## src/rtl/ball_pkg.sv

```systemverilog
// Shared types and helpers for the ball physics engine: FSM states, map cell
// codes and the accelerometer-to-step conversion.
package ball_pkg;

  typedef enum logic [2:0] {
    IDLE,
    CALC,
    X_REQ,
    X_CHK,
    Y_REQ,
    Y_CHK,
    G_REQ,
    G_CHK
  } ball_state_e;

  localparam logic [7:0] WALL_CODE = 8'd2;
  localparam logic [7:0] GOAL_CODE = 8'd3;

  // Tilt offset to unsigned step size: dead-band, coarse shift, saturate.
  function automatic int unsigned step_mag(input int          d,
                                           input int unsigned dead_band,
                                           input int unsigned shift,
                                           input int unsigned max_step);
    int unsigned a;
    a = (d < 0) ? unsigned'(-d) : unsigned'(d);
    if (a <= dead_band) return 0;
    a = a >> shift;
    return (a > max_step) ? max_step : a;
  endfunction

endpackage

```

## src/rtl/ball_tick_gen.sv

```systemverilog
// Free-running divider producing a one-cycle physics tick at the top count.
module ball_tick_gen #(
  parameter int unsigned CLK_FREQUENCY_HZ       = 100000000,
  parameter int unsigned UPDATE_FREQUENCY_HZ    = 20,
  parameter int unsigned CNTR_WIDTH             = 32,
  parameter int unsigned SIMULATE               = 0,
  parameter int unsigned SIMULATE_FREQUENCY_CNT = 5
) (
  input  logic clk_i,
  input  logic rst_ni,
  output logic tick_o
);

  localparam int unsigned TOP_CNT = (SIMULATE != 0) ? SIMULATE_FREQUENCY_CNT
                                  : (CLK_FREQUENCY_HZ / UPDATE_FREQUENCY_HZ) - 1;
  localparam logic [CNTR_WIDTH-1:0] TOP = CNTR_WIDTH'(TOP_CNT);

  logic [CNTR_WIDTH-1:0] cnt_q;

  always_ff @(posedge clk_i or negedge rst_ni) begin
    if (!rst_ni) begin
      cnt_q <= '0;
    end else if (cnt_q == TOP) begin
      cnt_q <= '0;
    end else begin
      cnt_q <= cnt_q + 1'b1;
    end
  end

  assign tick_o = (cnt_q == TOP);

endmodule

```

## src/rtl/ball_motion_ctrl.sv

```systemverilog
// Ball physics engine: per tick converts tilt to a step per axis, probes the
// world map for walls (backing the step off), commits the position, checks goal.
module ball_motion_ctrl
  import ball_pkg::*;
#(
  parameter int CLK_FREQUENCY_HZ       = 100000000,
  parameter int UPDATE_FREQUENCY_HZ    = 20,
  parameter int CNTR_WIDTH             = 32,
  parameter int SIMULATE               = 0,
  parameter int SIMULATE_FREQUENCY_CNT = 5,
  parameter int ACCEL_WIDTH            = 9,
  parameter int ACCEL_CENTER           = 256,
  parameter int DEAD_BAND              = 32,
  parameter int STEP_SHIFT             = 5,
  parameter int MAX_STEP               = 4,
  parameter int X_WIDTH                = 10,
  parameter int Y_WIDTH                = 9,
  parameter int X_MAX                  = 639,
  parameter int Y_MAX                  = 479,
  parameter int X_INIT                 = 16,
  parameter int Y_INIT                 = 16,
  parameter int MAP_LATENCY            = 1
) (
  input  logic                   clk,
  input  logic                   reset,
  input  logic                   restart,
  input  logic [ACCEL_WIDTH-1:0] accelX_IN,
  input  logic [ACCEL_WIDTH-1:0] accelY_IN,
  output logic [X_WIDTH-1:0]     map_col,
  output logic [Y_WIDTH-1:0]     map_row,
  input  logic [7:0]             map_loc_info,
  output logic [X_WIDTH-1:0]     x_out,
  output logic [Y_WIDTH-1:0]     y_out,
  output logic                   busy,
  output logic                   at_goal
);

  localparam int unsigned MAG_W = $clog2(MAX_STEP + 1);
  localparam int unsigned LAT_W = (MAP_LATENCY > 1) ? $clog2(MAP_LATENCY) : 1;
  localparam logic [LAT_W-1:0]   LAT_TOP = LAT_W'(MAP_LATENCY - 1);
  localparam logic [X_WIDTH:0]   X_LIM   = (X_WIDTH + 1)'(X_MAX);
  localparam logic [Y_WIDTH:0]   Y_LIM   = (Y_WIDTH + 1)'(Y_MAX);

  ball_state_e          state_q;
  logic [MAG_W-1:0]     magx_q, magy_q;
  logic                 negx_q, negy_q;
  logic [LAT_W-1:0]     lat_q;
  logic [X_WIDTH-1:0]   x_q, map_col_q;
  logic [Y_WIDTH-1:0]   y_q, map_row_q;
  logic                 busy_q, at_goal_q;
  logic                 tick;

  int                   dx, dy;
  logic [MAG_W-1:0]     magx_d, magy_d, magx_dec, magy_dec;
  logic                 negx_d, negy_d, wall;
  logic [X_WIDTH-1:0]   x_chk_d;
  logic [Y_WIDTH-1:0]   y_chk_d;

  ball_tick_gen #(
    .CLK_FREQUENCY_HZ      (CLK_FREQUENCY_HZ),
    .UPDATE_FREQUENCY_HZ   (UPDATE_FREQUENCY_HZ),
    .CNTR_WIDTH            (CNTR_WIDTH),
    .SIMULATE              (SIMULATE),
    .SIMULATE_FREQUENCY_CNT(SIMULATE_FREQUENCY_CNT)
  ) u_tick (
    .clk_i (clk),
    .rst_ni(reset),
    .tick_o(tick)
  );

  // Candidate column: one bit of headroom, saturated to [0, X_MAX].
  function automatic logic [X_WIDTH-1:0] cand_x(input logic [X_WIDTH-1:0] pos,
                                                input logic neg,
                                                input logic [MAG_W-1:0] mag);
    logic [X_WIDTH:0] p, m;
    p = {1'b0, pos};
    m = (X_WIDTH + 1)'(mag);
    if (neg) return (p < m) ? '0 : X_WIDTH'(p - m);
    return ((p + m) > X_LIM) ? X_WIDTH'(X_MAX) : X_WIDTH'(p + m);
  endfunction

  function automatic logic [Y_WIDTH-1:0] cand_y(input logic [Y_WIDTH-1:0] pos,
                                                input logic neg,
                                                input logic [MAG_W-1:0] mag);
    logic [Y_WIDTH:0] p, m;
    p = {1'b0, pos};
    m = (Y_WIDTH + 1)'(mag);
    if (neg) return (p < m) ? '0 : Y_WIDTH'(p - m);
    return ((p + m) > Y_LIM) ? Y_WIDTH'(Y_MAX) : Y_WIDTH'(p + m);
  endfunction

  always_comb begin
    dx       = int'({1'b0, accelX_IN}) - ACCEL_CENTER;
    dy       = int'({1'b0, accelY_IN}) - ACCEL_CENTER;
    magx_d   = MAG_W'(step_mag(dx, unsigned'(DEAD_BAND), unsigned'(STEP_SHIFT),
                               unsigned'(MAX_STEP)));
    magy_d   = MAG_W'(step_mag(dy, unsigned'(DEAD_BAND), unsigned'(STEP_SHIFT),
                               unsigned'(MAX_STEP)));
    negx_d   = (dx < 0);
    negy_d   = (dy < 0);
    wall     = (map_loc_info == WALL_CODE);
    // The probed candidate sits in the address register, so a clear cell commits it.
    x_chk_d  = wall ? x_q : map_col_q;
    y_chk_d  = wall ? y_q : map_row_q;
    magx_dec = magx_q - 1'b1;
    magy_dec = magy_q - 1'b1;
  end

  always_ff @(posedge clk or negedge reset) begin
    if (!reset) begin
      state_q   <= IDLE;
      magx_q    <= '0;
      magy_q    <= '0;
      negx_q    <= 1'b0;
      negy_q    <= 1'b0;
      lat_q     <= '0;
      x_q       <= X_WIDTH'(X_INIT);
      y_q       <= Y_WIDTH'(Y_INIT);
      map_col_q <= '0;
      map_row_q <= '0;
      busy_q    <= 1'b0;
      at_goal_q <= 1'b0;
    end else if (restart) begin
      state_q   <= IDLE;
      x_q       <= X_WIDTH'(X_INIT);
      y_q       <= Y_WIDTH'(Y_INIT);
      busy_q    <= 1'b0;
      at_goal_q <= 1'b0;
    end else begin
      unique case (state_q)
        IDLE: begin
          if (tick) begin
            state_q <= CALC;
            busy_q  <= 1'b1;
          end
        end
        CALC: begin
          magx_q <= magx_d;
          magy_q <= magy_d;
          negx_q <= negx_d;
          negy_q <= negy_d;
          lat_q  <= LAT_TOP;
          if (magx_d != '0) begin
            state_q   <= X_REQ;
            map_col_q <= cand_x(x_q, negx_d, magx_d);
            map_row_q <= y_q;
          end else if (magy_d != '0) begin
            state_q   <= Y_REQ;
            map_col_q <= x_q;
            map_row_q <= cand_y(y_q, negy_d, magy_d);
          end else begin
            state_q   <= G_REQ;
            map_col_q <= x_q;
            map_row_q <= y_q;
          end
        end
        X_REQ, Y_REQ, G_REQ: begin
          if (lat_q == '0) begin
            state_q <= (state_q == X_REQ) ? X_CHK :
                       (state_q == Y_REQ) ? Y_CHK : G_CHK;
          end else begin
            lat_q <= lat_q - 1'b1;
          end
        end
        X_CHK: begin
          lat_q <= LAT_TOP;
          if (wall && (magx_q > MAG_W'(1))) begin
            state_q   <= X_REQ;
            magx_q    <= magx_dec;
            map_col_q <= cand_x(x_q, negx_q, magx_dec);
          end else begin
            x_q       <= x_chk_d;
            map_col_q <= x_chk_d;
            if (magy_q != '0) begin
              state_q   <= Y_REQ;
              map_row_q <= cand_y(y_q, negy_q, magy_q);
            end else begin
              state_q   <= G_REQ;
              map_row_q <= y_q;
            end
          end
        end
        Y_CHK: begin
          lat_q     <= LAT_TOP;
          map_col_q <= x_q;
          if (wall && (magy_q > MAG_W'(1))) begin
            state_q   <= Y_REQ;
            magy_q    <= magy_dec;
            map_row_q <= cand_y(y_q, negy_q, magy_dec);
          end else begin
            state_q   <= G_REQ;
            y_q       <= y_chk_d;
            map_row_q <= y_chk_d;
          end
        end
        G_CHK: begin
          if (map_loc_info == GOAL_CODE) at_goal_q <= 1'b1;
          state_q <= IDLE;
          busy_q  <= 1'b0;
        end
        default: begin
          state_q <= IDLE;
          busy_q  <= 1'b0;
        end
      endcase
    end
  end

  assign map_col = map_col_q;
  assign map_row = map_row_q;
  assign x_out   = x_q;
  assign y_out   = y_q;
  assign busy    = busy_q;
  assign at_goal = at_goal_q;

endmodule
```

## config.mk

```make
export PLATFORM = sky130hd
export DESIGN_NAME = ball_motion_ctrl
export DESIGN_NICKNAME = d
export VERILOG_FILES = /design/src/rtl/ball_pkg.sv /design/src/rtl/ball_tick_gen.sv /design/src/rtl/ball_motion_ctrl.sv
export SDC_FILE = /design/constraint.sdc
export NUM_CORES = 1
export LEC_CHECK = 0
export CORE_MARGIN = 1.5
export CORE_UTILIZATION = 45
export CTS_BUF_LIST = sky130_fd_sc_hd__clkbuf_4 sky130_fd_sc_hd__clkbuf_8 sky130_fd_sc_hd__clkbuf_16
export DETAILED_ROUTE_END_ITERATION = 10
export GPL_ROUTABILITY_DRIVEN = 0
export MAX_ROUTING_LAYER = met4
export SLEW_MARGIN = 20
export SYNTH_ARGS = -nofsm -noshare
export SYNTH_HDL_FRONTEND = slang
export SYNTH_SLANG_ARGS = --single-unit
```

## constraint.sdc

```tcl
create_clock -name clk -period 4.37 [get_ports clk]
set_input_delay 0.874 -clock clk [delete_from_list [all_inputs] [get_ports clk]]
set_output_delay 0.874 -clock clk [all_outputs]
set_load 0.01 [all_outputs]
```

Yosys cells after proc, flatten, opt, wreduce, memory -nomap -nowiden
Index checks and enable logic that the tools add are counted.

word-level totals
  logic and storage cells = 185
  output and inout port bits = 40
  flip-flop bits (word level) = 84
  input port bits = 29

cells by class
  reduce and logical (&&, ||, !) cells = 28
  multiplexer cells = 90
  equality and inequality tests = 17
  add/subtract/negate cells = 18
  $lt $le $gt $ge = 18
  bitwise gates (word level) = 1

operator list
  cell                                                                               count
  9-bit two-way mux                                                                  21
  10-bit two-way mux                                                                 14
  32-bit two-way mux                                                                 3
  32-bit by 6-bit less-or-equal comparator with 1-bit output, second input constant  2
  10-bit negation with 32-bit output                                                 2
  27-bit by 3-bit greater-than comparator with 1-bit output, second input constant   2
  3-bit two-way mux                                                                  12
  32-bit by 1-bit adder with 32-bit output, second input constant                    1
  32-bit by 23-bit == test with 1-bit output, second input constant                  1
  9-bit by 3-bit adder with 10-bit output                                            3
  10-bit by 9-bit greater-than comparator with 1-bit output, second input constant   3
  10-bit one-hot mux with 3 select lines                                             1
  1-bit two-way mux                                                                  29
  9-bit by 3-bit < comparator with 1-bit output                                      3
  9-bit one-hot mux with 3 select lines                                              1
  9-bit by 3-bit subtractor with 9-bit output                                        3
  10-bit by 3-bit adder with 11-bit output                                           2
  11-bit by 10-bit greater-than comparator with 1-bit output, second input constant  2
  10-bit by 1-bit < comparator with 1-bit output, second input constant              2
  10-bit by 3-bit < comparator with 1-bit output                                     2
  10-bit by 3-bit subtractor with 10-bit output                                      2
  9-bit by 9-bit subtractor with 10-bit output, second input constant                2
  3-bit one-hot mux with 6 select lines                                              1
  8-bit by 2-bit == test with 1-bit output, second input constant                    2
  19 further kinds                                                                   56

Logic depth before layout (Yosys ltp)
  depth after elaboration = 15
  mapped depth = 18
  gate-level depth less buffers = 18

Modules after synthesis
From an unflattened synthesis, not the netlist that was laid out.

second synthesis, totals
  cell total of the unflattened synthesis = 1075
  area, all modules = 8448.1 µm²

modules (own cells, without submodules)
  module            cells an instance  instances  sequential area each (µm²)  area an instance (µm²)
  ball_motion_ctrl  915                1          1278.7                      6812.8
  ball_tick_gen     160                1          800.8                       1635.3

Least setup slack after synthesis
OpenSTA, ideal clock, no wires.

  path kind = input to register
  from = in accelX_IN[0]
  to = reg map_col_q[0], in the netlist map_col[0]
  arrival time = 4.223 ns
  stages = 16
  library setup time = 0.077 ns
  setup slack = 0.070 ns
  path buffers = 0
  path through = inv_1 > ha_1 > or4bb_1 > a31oi_2 > o21ai_0 > o21ai_0 > nor2_1 > ha_1 > fa_1 > nor2b_1 > o21ai_0 > mux2i_1 > and3_1 > o32ai_2 > o221ai_1 > a21oi_1

between the ends
  cells in the longest elaborated chain, start to end = 12
  elaborated cells between the ends (all ways) = 24
  those cells by class = add/sub (4); order compare (5); mux (14); reduce/logical (1)

RTL lines
  element                                                                                                                                  RTL line                                        RTL
  start, declared                                                                                                                          ball_motion_ctrl.sv:27                          input logic [ACCEL_WIDTH-1:0] accelX_IN,
  9-bit by 9-bit subtractor with 10-bit output (*)                                                                                         ball_motion_ctrl.sv:93                          dx = int'({1'b0, accelX_IN}) - ACCEL_CENTER;
  10-bit negation with 32-bit output or 10-bit by 1-bit < comparator with 1-bit output (tied branches)                                     ball_pkg.sv:25, ball_motion_ctrl.sv:99
  32-bit two-way mux                                                                                                                       ball_pkg.sv:25                                  a = (d < 0) ? unsigned'(-d) : unsigned'(d);
  32-bit by 6-bit less-or-equal comparator with 1-bit output or 27-bit by 3-bit greater-than comparator with 1-bit output (tied branches)  ball_pkg.sv:26, ball_pkg.sv:28
  1-bit two-way mux or 3-bit two-way mux (tied branches)                                                                                   ball_pkg.sv:26, ball_pkg.sv:28
  3-bit two-way mux                                                                                                                        ball_pkg.sv:27                                  a = a >> shift;
  10-bit by 3-bit adder with 11-bit output (tied with other cells)                                                                         ball_motion_ctrl.sv:79                          return ((p + m) > X_LIM) ? X_WIDTH'(X_MAX) : X_WIDTH'(p + m);
  11-bit by 10-bit greater-than comparator with 1-bit output or 10-bit two-way mux (tied branches)                                         ball_motion_ctrl.sv:79, ball_motion_ctrl.sv:78
  10-bit two-way mux (on tied branches)                                                                                                    ball_motion_ctrl.sv:79, ball_motion_ctrl.sv:78
  10-bit two-way mux                                                                                                                       ball_motion_ctrl.sv:79
  10-bit two-way mux (*)                                                                                                                   ball_motion_ctrl.sv:143                         if (magx_d != '0) begin
  10-bit one-hot mux with 3 select lines (*)                                                                                               ball_motion_ctrl.sv:130                         unique case (state_q)
  end signal, assigned                                                                                                                     ball_motion_ctrl.sv:145                         map_col_q <= cand_x(x_q, negx_d, magx_d);
  end signal, assigned                                                                                                                     ball_motion_ctrl.sv:149                         map_col_q <= x_q;
  end signal, assigned                                                                                                                     ball_motion_ctrl.sv:153                         map_col_q <= x_q;
  end, declared                                                                                                                            ball_motion_ctrl.sv:48                          logic [X_WIDTH-1:0] x_q, map_col_q;

Mark *: on every way between the ends. The rest lies on a longest branch, timed or not. The select of a mux whose other input is x is not followed.
A chain may end at the register's enable or synchronous reset.

Final worst setup path
  from = in accelX_IN[8]
  to = reg magx_q[0]

between the ends
  cells in the longest elaborated chain, start to end = 7
  elaborated cells between the ends (all ways) = 10
  those cells by class = add/sub (2); order compare (3); mux (5)

RTL lines
  element                                                                                                                                  RTL line                        RTL
  9-bit by 9-bit subtractor with 10-bit output (*)                                                                                         ball_motion_ctrl.sv:93
  10-bit negation with 32-bit output or 10-bit by 1-bit < comparator with 1-bit output (tied branches)                                     ball_pkg.sv:25
  32-bit two-way mux (*)                                                                                                                   ball_pkg.sv:25
  32-bit by 6-bit less-or-equal comparator with 1-bit output or 27-bit by 3-bit greater-than comparator with 1-bit output (tied branches)  ball_pkg.sv:26, ball_pkg.sv:28
  1-bit two-way mux or 3-bit two-way mux (tied branches)                                                                                   ball_pkg.sv:26, ball_pkg.sv:28
  3-bit two-way mux (*)                                                                                                                    ball_pkg.sv:27
  3-bit one-hot mux with 2 select lines (*)                                                                                                ball_motion_ctrl.sv:130
  end signal, assigned                                                                                                                     ball_motion_ctrl.sv:138         magx_q <= magx_d;
  end signal, assigned                                                                                                                     ball_motion_ctrl.sv:169         magx_q <= magx_dec;
  end, declared                                                                                                                            ball_motion_ctrl.sv:45          logic [MAG_W-1:0] magx_q, magy_q;

Mark *: on every way between the ends. The rest lies on a longest branch, timed or not.

==> results.py <==
metrics = {
    "clock_tree": {
        "htreeDepth": 3,
        "clock_path_buffers": 2,
        "root_buffer": "clkbuf_16",
        "clock_latency_ns": 0.34,
        "clkSlewWorstSetupHoldPaths_ns": 0.07,
        "clock-sinks": 83,
        "cts_buffers": 9,
        "hold_buffers": 0,
        "cts_tree": "built",
    },
    "synthesis": {
        "synth_area_um2": 8190,
        "ys_seq_area_share_pct": 25.4,
        "ys_warn_count": 0,
        "synth.net_count": 1144,
        "synth_edf_count": 0,
        "synth-seq-cells": 83,
        "synthArstFlopShare_pct": 100,
        "ys_types": 89,
        "syn_inst": 1067,
        "avgSynthCellArea_um2": 7.68,
        "synth_flop_cell": "dfrtp_1",
    },
    "sta": {
        "final_period_minus_worst_setup_slack_ns": 4.22,
        "fmax_mhz": 237,
        "slew_headroom_pct": 39.4,
        "worst_clock_skew_ns": 0.0109,
        "drv_slew": 0,
        "worst_slew_pin_slew_ns": 0.906,
        "setup_viol": 0,
        "hold_viol": 0,
        "fin_crit_sh_pct": 96.5,
    },
    "flow_run": {
        "maxCapViolations": 0,
    },
    "min_path": {
        "hold_path_depth": 1,
        "hp-class": "register to register",
    },
    "grt": {
        "grt_pass1_wl_mm": 43.2,
        "grt_max_degree": 55,
        "gr-total-overflow": 0,
        "grt.total_usage_pct": 30.1,
        "grt_pass1_vias": 7908,
        "antenna_found_initial": 0,
    },
    "critical_path": {
        "cpMostUsedCell": "buf_4",
        "cp-start-kind": "input port",
        "cp_num_cells": 24,
        "cp-end-kind": "register",
        "slowest_stage": "clkdlybuf4s50_1",
        "critPathBufInv": 19,
        "path_cells": "clkdlybuf4s50_1, buf_4, buf_6, a41oi_1, o22ai_2, o21ai_2, buf_4, buf_4, buf_4, buf_4, buf_4, buf_4, buf_4, buf_4, buf_4, buf_4, buf_4, buf_4, buf_4, buf_4, buf_4, buf_4, nor3_4, a211o_1",
        "r2r_setup_slack_ns": 0.76,
        "crit_fanout": 15,
        "critPathTopFamily": "buffers and inverters",
        "path_class": "input port to register",
        "critPathArrivalTime_ns": 4.49,
        "crit_required_ns": 4.64,
        "r2r_cells": 11,
        "cpPeakStageDelay_ns": 0.51,
    },
    "power": {
        "power.leakage_nw": 4.21,
        "irDropWorstVdd_mv": 0.191,
        "p_total_mw": 2.53,
        "power.density_nw_per_um2": 247,
    },
    "placement": {
        "port_buffers": 68,
        "place_hpwl_mm": 20.5,
        "dpl_cell_area_um2": 9680,
    },
    "routing": {
        "drtPass1Iterations": 5,
        "wl_per_cell_um": 19.3,
        "viasPerCell": 6.10,
        "initialDrtViolationCount": 940,
        "wl_mm": 27.8,
        "ant_nets": 0,
        "via_count": 8786,
        "drc": 0,
    },
    "floorplanning": {
        "start_util_pct": 45.8,
        "pin_count": 69,
        "rows": 49,
        "die_h_um": 138,
        "core-area_um2": 17900,
        "dieArea_um2": 19000,
        "die_w_um": 138,
    },
    "cells_and_area": {
        "multi_input_area_um2": 5780,
        "fin_nets": 1284,
        "num-fill-cells": 1701,
        "seq_area_um2": 2080,
        "drive_above_1_share_pct": 15.2,
        "final_area_um2": 10200,
        "num_antenna_cells": 0,
        "area_growth_pct": 25.0,
    },
    "run_status": {
        "outcome": "finished clean",
    },
}
==> worst register-to-register path: cells and delay by family, from the launching register on <==
kind            cells  cell delay (ns)
compound gates      2             0.49
fa+ha+maj           2             0.76
simple gates        5             1.59
buf+inv             2             0.24
flops               1             0.44
==> area by class of cell <==
| cell class | instances | area share, % |
|---|---|---|
| clock buffer | 9 | 2.20 |
| sequential | 83 | 20.3 |
| inverter | 52 | 1.91 |
| tap | 229 | 2.80 |
| timing repair buffer | 190 | 15.8 |
| multi-input combinational | 871 | 56.4 |
| clock inverter | 7 | 0.562 |
==> sequential cells by signal, indices dropped and copies added, names as in the netlist <==
signal	cells
at_goal	1
busy	1
magx_q	3
magy_q	3
map_col	10
map_row	9
negx_q	1
negy_q	1
state_q	3
u_tick.cnt_q	32
x_out	10
y_out	9
==> cell usage after synthesis, drive strengths merged, types with 8 or more instances <==
master	number	area share (%)
a21oi	77	4.7
buf	14	0.70
and3	15	1.1
inv	52	2.4
nor2b	18	1.4
nand2b	16	1.2
dfrtp	81	25
or3	10	0.76
nor2	112	5.1
and2	8	0.61
clkbuf	47	2.2
nor4	13	0.99
a22oi	11	1.0
or4	8	0.78
nand4	13	0.99
a211oi	18	1.6
nand3	50	3.1
o22ai	8	0.61
a31oi	9	0.76
xor2	25	2.7
nor3	33	2.3
o221ai	11	1.3
xnor2	41	4.4
mux2i	9	1.1
ha	38	5.8
o21a	8	0.73
nand2	108	4.9
o21ai	59	3.7
fa	10	2.4
==> routing by layer <==
layer	track usage [%]	vias to the layer above	share of wire, %
met5	-	-	0
met4	6.02	0	1.5
met3	6.36	43	9.7
met2	43.6	396	44
met1	43.4	4152	45
li1	-	4195	-
==> cell usage in the layout, fill, tap and decap left out, types with 7 or more instances in the layout <==
cell             count
a211o_1              7
a211oi_1            18
a21oi_1             76
a22oi_1             11
a31oi_1              7
and2_1               8
and3_1              15
buf_4              120
clkbuf_16            9
clkdlybuf4s50_1     62
dfrtp_1             81
fa_1                 9
ha_1                34
inv_1               49
mux2i_1              9
nand2_1            108
nand2b_1            16
nand3_1             50
nand3b_1             7
nand4_1             13
nor2_1             110
nor2b_1             16
nor3_1              28
nor4_1              13
nor4b_1              7
o211ai_1             7
o21a_1               8
o21ai_0             44
o21ai_1             12
o221ai_1            10
o22ai_1              7
or3_1               10
xnor2_1             41
xor2_1              25
==> final timing paths <==
check                                   to             from
min reg2reg                u_tick.cnt_q[0]  u_tick.cnt_q[0]
max                              magx_q[0]     accelX_IN[8]
min                        u_tick.cnt_q[0]  u_tick.cnt_q[0]
min in group asynchronous         x_out[6]            reset
max in group asynchronous         x_out[4]            reset
max reg2reg                     map_row[1]        magy_q[1]
==> report_power, final <==
group | internal, mW | switching [mW] | leakage, nW | total, mW
Clock | 0.396 | 0.344 | 0.140 | 0.739
Combinational | 0.398 | 0.471 | 3.00 | 0.869
Sequential | 0.826 | 0.0942 | 1.08 | 0.920
Total | 1.62 | 0.909 | 4.21 | 2.53
==> repair_timing <==
action	in CTS	in global routing
hold endpoints to repair	0	0
gates cloned	0	0
pin swaps	14	15
setup endpoints to repair	14	20
buffers inserted	18	3
gates resized for setup	12	27
==> stage by stage <==
stage	hold slack, ns	setup WS (ns)	std cells	util (%)	setup TNS, ns
finish	0.491	0.153	1441	57.2	0
global placement	0.461	-0.468	1404	54.1	-6.75
floorplan	0.443	0.0696	1067	-	0
CTS	0.494	-0.00377	1438	56.6	-0.00377
detailed placement	0.480	-0.518	1404	54.1	-7.86
global route	0.512	-0.00603	1441	57.2	-0.00603
==> cell families after synthesis <==
logic type,share of synthesized area (%)
AND/OR/NAND/NOR,27.8
AO/OA/AOI/OAI,25.0
buffers and inverters,5.24
flip-flops,25.4
XOR/XNOR,7.06
adder cells (fa/ha/maj),8.25
multiplexers,1.24
(Power assumes the default switching activity.)
